## config.mk

```make
export PLATFORM = sky130hd
export DESIGN_NAME = serial_word_loader
export DESIGN_NICKNAME = d
export VERILOG_FILES = /design/src/rtl/serial_word_loader.sv
export SDC_FILE = /design/constraint.sdc
export NUM_CORES = 1
export LEC_CHECK = 0
export CORE_UTILIZATION = 58
export CTS_CLUSTER_SIZE = 12
export DETAILED_ROUTE_END_ITERATION = 10
export PLACE_DENSITY = 0.83
export SLEW_MARGIN = 10
export SYNTH_ARGS = -nofsm -noshare
export SYNTH_HDL_FRONTEND = slang
export SYNTH_SLANG_ARGS = --single-unit
export TNS_END_PERCENT = 5
```

## constraint.sdc

```tcl
create_clock -name clk -period 3.9 [get_ports clk]
set_input_delay 0.78 -clock clk [delete_from_list [all_inputs] [get_ports clk]]
set_output_delay 0.78 -clock clk [all_outputs]
set_load 0.01 [all_outputs]
```

## src/rtl/serial_word_loader.sv

```systemverilog
// rtl/serial_word_loader.sv - collects N framed serial bits into a word and strobes load_en once per completed frame
module serial_word_loader #(
    parameter int N         = 8,
    parameter int MSB_FIRST = 1,
    parameter int TIMEOUT   = 255
) (
    input  logic                     clk,
    input  logic                     clr,
    input  logic                     start,
    input  logic                     bit_valid,
    input  logic                     bit_in,
    input  logic                     abort,
    output logic [N-1:0]             word,
    output logic                     load_en,
    output logic                     busy,
    output logic                     frame_err,
    output logic [$clog2(N+1)-1:0]   bit_cnt
);

    localparam int CW = $clog2(N+1);
    // Keep at least one timer bit so TIMEOUT=0 (timeout disabled) still elaborates.
    localparam int TW = (TIMEOUT > 0) ? $clog2(TIMEOUT+1) : 1;

    typedef enum logic [1:0] {IDLE, SHIFT, LOAD, ERR} state_t;

    state_t         state, state_nxt;
    logic [N-1:0]   sr, sr_nxt, sr_shift, word_nxt;
    logic [CW-1:0]  cnt_nxt;
    logic [TW-1:0]  timer, timer_nxt, timer_sat;
    logic [TW:0]    timer_inc;
    logic           timed_out;

    always_comb begin
        if (MSB_FIRST != 0) sr_shift = {sr[N-2:0], bit_in};
        else                sr_shift = {bit_in, sr[N-1:1]};
    end

    // Timer saturates at its all-ones value so it can never wrap back under TIMEOUT.
    always_comb begin
        timer_inc = {1'b0, timer} + (TW+1)'(1);
        timer_sat = (&timer) ? timer : timer_inc[TW-1:0];
        timed_out = (TIMEOUT > 0) && (timer_inc == (TW+1)'(TIMEOUT));
    end

    always_comb begin
        state_nxt = state;
        sr_nxt    = sr;
        cnt_nxt   = bit_cnt;
        timer_nxt = timer;
        word_nxt  = word;
        case (state)
            IDLE: begin
                if (start) begin
                    state_nxt = SHIFT;
                    sr_nxt    = '0;
                    cnt_nxt   = '0;
                    timer_nxt = '0;
                end
            end
            SHIFT: begin
                if (abort) begin
                    state_nxt = IDLE;
                    cnt_nxt   = '0;
                end else if (bit_valid) begin
                    sr_nxt    = sr_shift;
                    cnt_nxt   = bit_cnt + CW'(1);
                    timer_nxt = '0;
                    if (bit_cnt == CW'(N-1)) begin
                        word_nxt  = sr_shift;
                        state_nxt = LOAD;
                    end
                end else begin
                    timer_nxt = timer_sat;
                    if (timed_out) state_nxt = ERR;
                end
            end
            LOAD: begin
                state_nxt = IDLE;
                cnt_nxt   = '0;
            end
            ERR: begin
                state_nxt = IDLE;
                cnt_nxt   = '0;
            end
            default: begin
                state_nxt = IDLE;
                cnt_nxt   = '0;
            end
        endcase
    end

    always_ff @(posedge clk or negedge clr) begin
        if (!clr) begin
            state   <= IDLE;
            sr      <= '0;
            bit_cnt <= '0;
            timer   <= '0;
            word    <= '0;
        end else begin
            state   <= state_nxt;
            sr      <= sr_nxt;
            bit_cnt <= cnt_nxt;
            timer   <= timer_nxt;
            word    <= word_nxt;
        end
    end

    assign load_en   = (state == LOAD);
    assign frame_err = (state == ERR);
    assign busy      = (state == SHIFT) || (state == LOAD);

endmodule

```

==> metrics.txt <==
Critical Path Sink Type=primary output; worst slew pin tran=~0.44 ns; Setup Viol. Count Final=0; layout cell share with drive strength beyond 1=approximately 17%; kind of cell adding the most delay to the critical path=buffers and inverters; Final Cycle Share=approximately 64%; maximum root-to-sink buffer count=2; Mapped Area=1575 um^2; Post-Route WL=~2900 um; WP data arrival=1.70 ns; syn avg cell area=around 10 um^2; full die area=2928 um^2; multi-input combinational cell area=around 810 um^2; relative slew slack=70.48%; vias in the first global route=around 1,200; DRT Pass-1 Iters=4; initial DRC count=27; DR WL/cell=roughly 14 um; register area share after synthesis=46.07%; Design Power=between 0.0009 and 0.001 W; syn_nets=164; Clock Skew=just over 0.009 ns; initial antenna violation count=0; Synth-to-Final Area Change=19.70%; post-DP HPWL=~2100 um; Worst Path Required=between 3 and 4 ns; Final ANT Viol Nets=0; P per Cell Area=around 500 nW/um^2; ant diodes=0; WHS=0.4919 ns; VDD IR max=between 0.3 and 0.4 mV; commonest non-fill, non-tap cell in the layout=dfrtp_1; worst-skew pair later-pin latency=about 0.34 ns; gr usage total=about a quarter; setup TNS=0 ns; core area=2522 um^2; worst-path fanout max=5; critical-path cell list=inv_1 > ha_1 > clkdlybuf4s50_1; CP max stage cell=clkdlybuf4s50_1; slowest cell delay on critical path=0.52 ns; NumNets Final=~190; CTS Hold Buffers Added=0; post-synthesis register bit count=29; Post-CTS Setup Bufs=0; Row Count=18; clock edge transition at the registers on the reported setup and hold paths=0.09 ns; Max Freq=around 0.40 GHz; register area=725.7 um^2; status=finished clean; Mapped Cells=~150; library cells used by synthesis=39; fin crit period=about 2.5 ns; I/O pin count=21; initial core utilization=a little over three fifths; Post-Layout Cell Count=roughly 210; final hold viol count=0; Die Y=around 54 um; CTS tree=built; fillcell total=approximately 180; number of max-slew violations in the final report=0; total CTS buffers=5; Die X=between 50 and 60 um; Hold WC Path Type=register to register; CTS H-tree depth=2; Via Count=1,217; Placed Cells=199; total congestion overflow=0; Max-Cap Viols=0; Clock Sinks=29; commonest cells after routing, fill and taps aside=dfrtp_1, nand2_1, clkdlybuf4s50_1; CTS resizes=0; # DRC=0; gpl congestion=about 0.87; largest net degree at the start of global routing=30; Vias/cell=~5.9; CP Buf/Inv Count=2; global-route wire length before repair=between 4000 and 5000 um; RSZ-0062 raised after global routing=false; Leak=about 0.83 nW; CP Class=register to primary output; CP Launch Type=register; Syn. warnings=0; clock root cell=clkbuf_4; I/O Buffers=20
cells by family (layout without fill, tap and decap cells):
kind of cell               Yosys count  in the layout  synth area share [%]
AOI/OAI and AO/OA                   37             37                 17.40
xor gates and xnor gates             4              4                 2.224
adders and majority gates            7              7                 5.560
buffers and inverters                9             35                 2.700
DFF                                 29             29                 46.07
muxes                                9              9                 6.434
and+or+nand+nor                     56             56                 19.62
routing by layer:
metal  up-vias  GRT usage [%]  share of wire [%]
met5         -              0                  0
met4         0          14.53                2.5
met3         7          7.627                4.7
met2        33          41.77                 48
met1       597          27.76                 45
li1        580              -                  -
power by group:
part	internal (W)	total (W)	switching, W
clock	0.000153	0.000257	0.000104
sequential	0.000331	0.000367	0.0000359
combinational	0.000133	0.000312	0.000179
total	0.000616	0.000936	0.000319
synthesized netlist by cell type:
library cell	n	share of area, %
nand3_2	1	0.64
o21bai_1	2	0.95
o22ai_1	2	0.79
inv_1	6	1.4
or2b_4	1	0.71
o41ai_1	1	0.56
o21ai_1	5	1.6
a21oi_1	5	1.6
nand2_1	25	6.0
nor3_2	1	0.64
nand2_4	1	0.71
nor2b_1	1	0.40
mux2_2	9	6.4
a21o_1	1	0.48
nand4_1	3	1.2
buf_2	1	0.32
a22o_1	1	0.56
o2bb2ai_1	2	1.1
xnor2_1	2	1.1
nor2_1	6	1.4
o21ai_0	12	3.8
o21ai_2	1	0.56
and2b_1	1	0.48
a31o_4	1	1.1
nor3_4	1	1.0
nand3_1	3	0.95
nor2_4	1	0.71
buf_4	2	0.95
dfrtp_1	29	46
xor2_1	2	1.1
o221ai_1	1	0.56
and2b_4	2	1.3
a41o_4	1	1.4
and3_1	3	1.2
o211ai_4	1	1.4
nand2b_1	5	2.0
o41ai_2	1	1.0
ha_1	7	5.6
nor3_1	1	0.32
area by class of cell:
type / count / area share, %
flip-flops and latches: 29 / 38.49
clock buffers: 7 / 2.920
inverters: 6 / 1.194
well taps: 30 / 1.991
repair buffers: 21 / 11.02
clock inverters: 1 / 1.593
multi-input cells: 113 / 42.80
worst reg2reg max path: cells and delay by family, from the launching register on:
kind	cells	cell delay, ns
adders and majority gates	1	0.42
muxes	1	0.39
and+or+nand+nor	3	0.71
DFF	1	0.45
buffers and inverters	1	0.12
state kept, by name, indices dropped and copies added, names as in the netlist:
signal and flops:
word 8, state 2, timer 8, bit_cnt 4, sr 7
worst paths after layout:
| check | slack (ns) | end | startpoint | depth (start not counted) |
|---|---|---|---|---|
| worst max-delay path | 1.42 | busy | state[1] | 3 |
| max in group asynchronous | 2.82 | timer[6] | clr | 2 |
| worst min register to register | 0.49 | sr[6] | sr[6] | 2 |
| min in group asynchronous | 0.81 | state[1] | clr | 2 |
| worst max register to register | 1.69 | word[1] | state[1] | 6 |
| worst min-delay path | 0.49 | sr[6] | sr[6] | 2 |
stage by stage:
stage,worst slack [ns],util [%],area (um^2)
4_1_cts,1.425,74.75,1886
3_3_place_gp,1.462,71.38,1800
2_1_floorplan,2.019,-,1575
6_report,1.423,74.75,1886
3_5_place_dp,1.422,71.38,1800
5_1_grt,1.369,74.75,1886
Power figures use the tool's default switching activity.
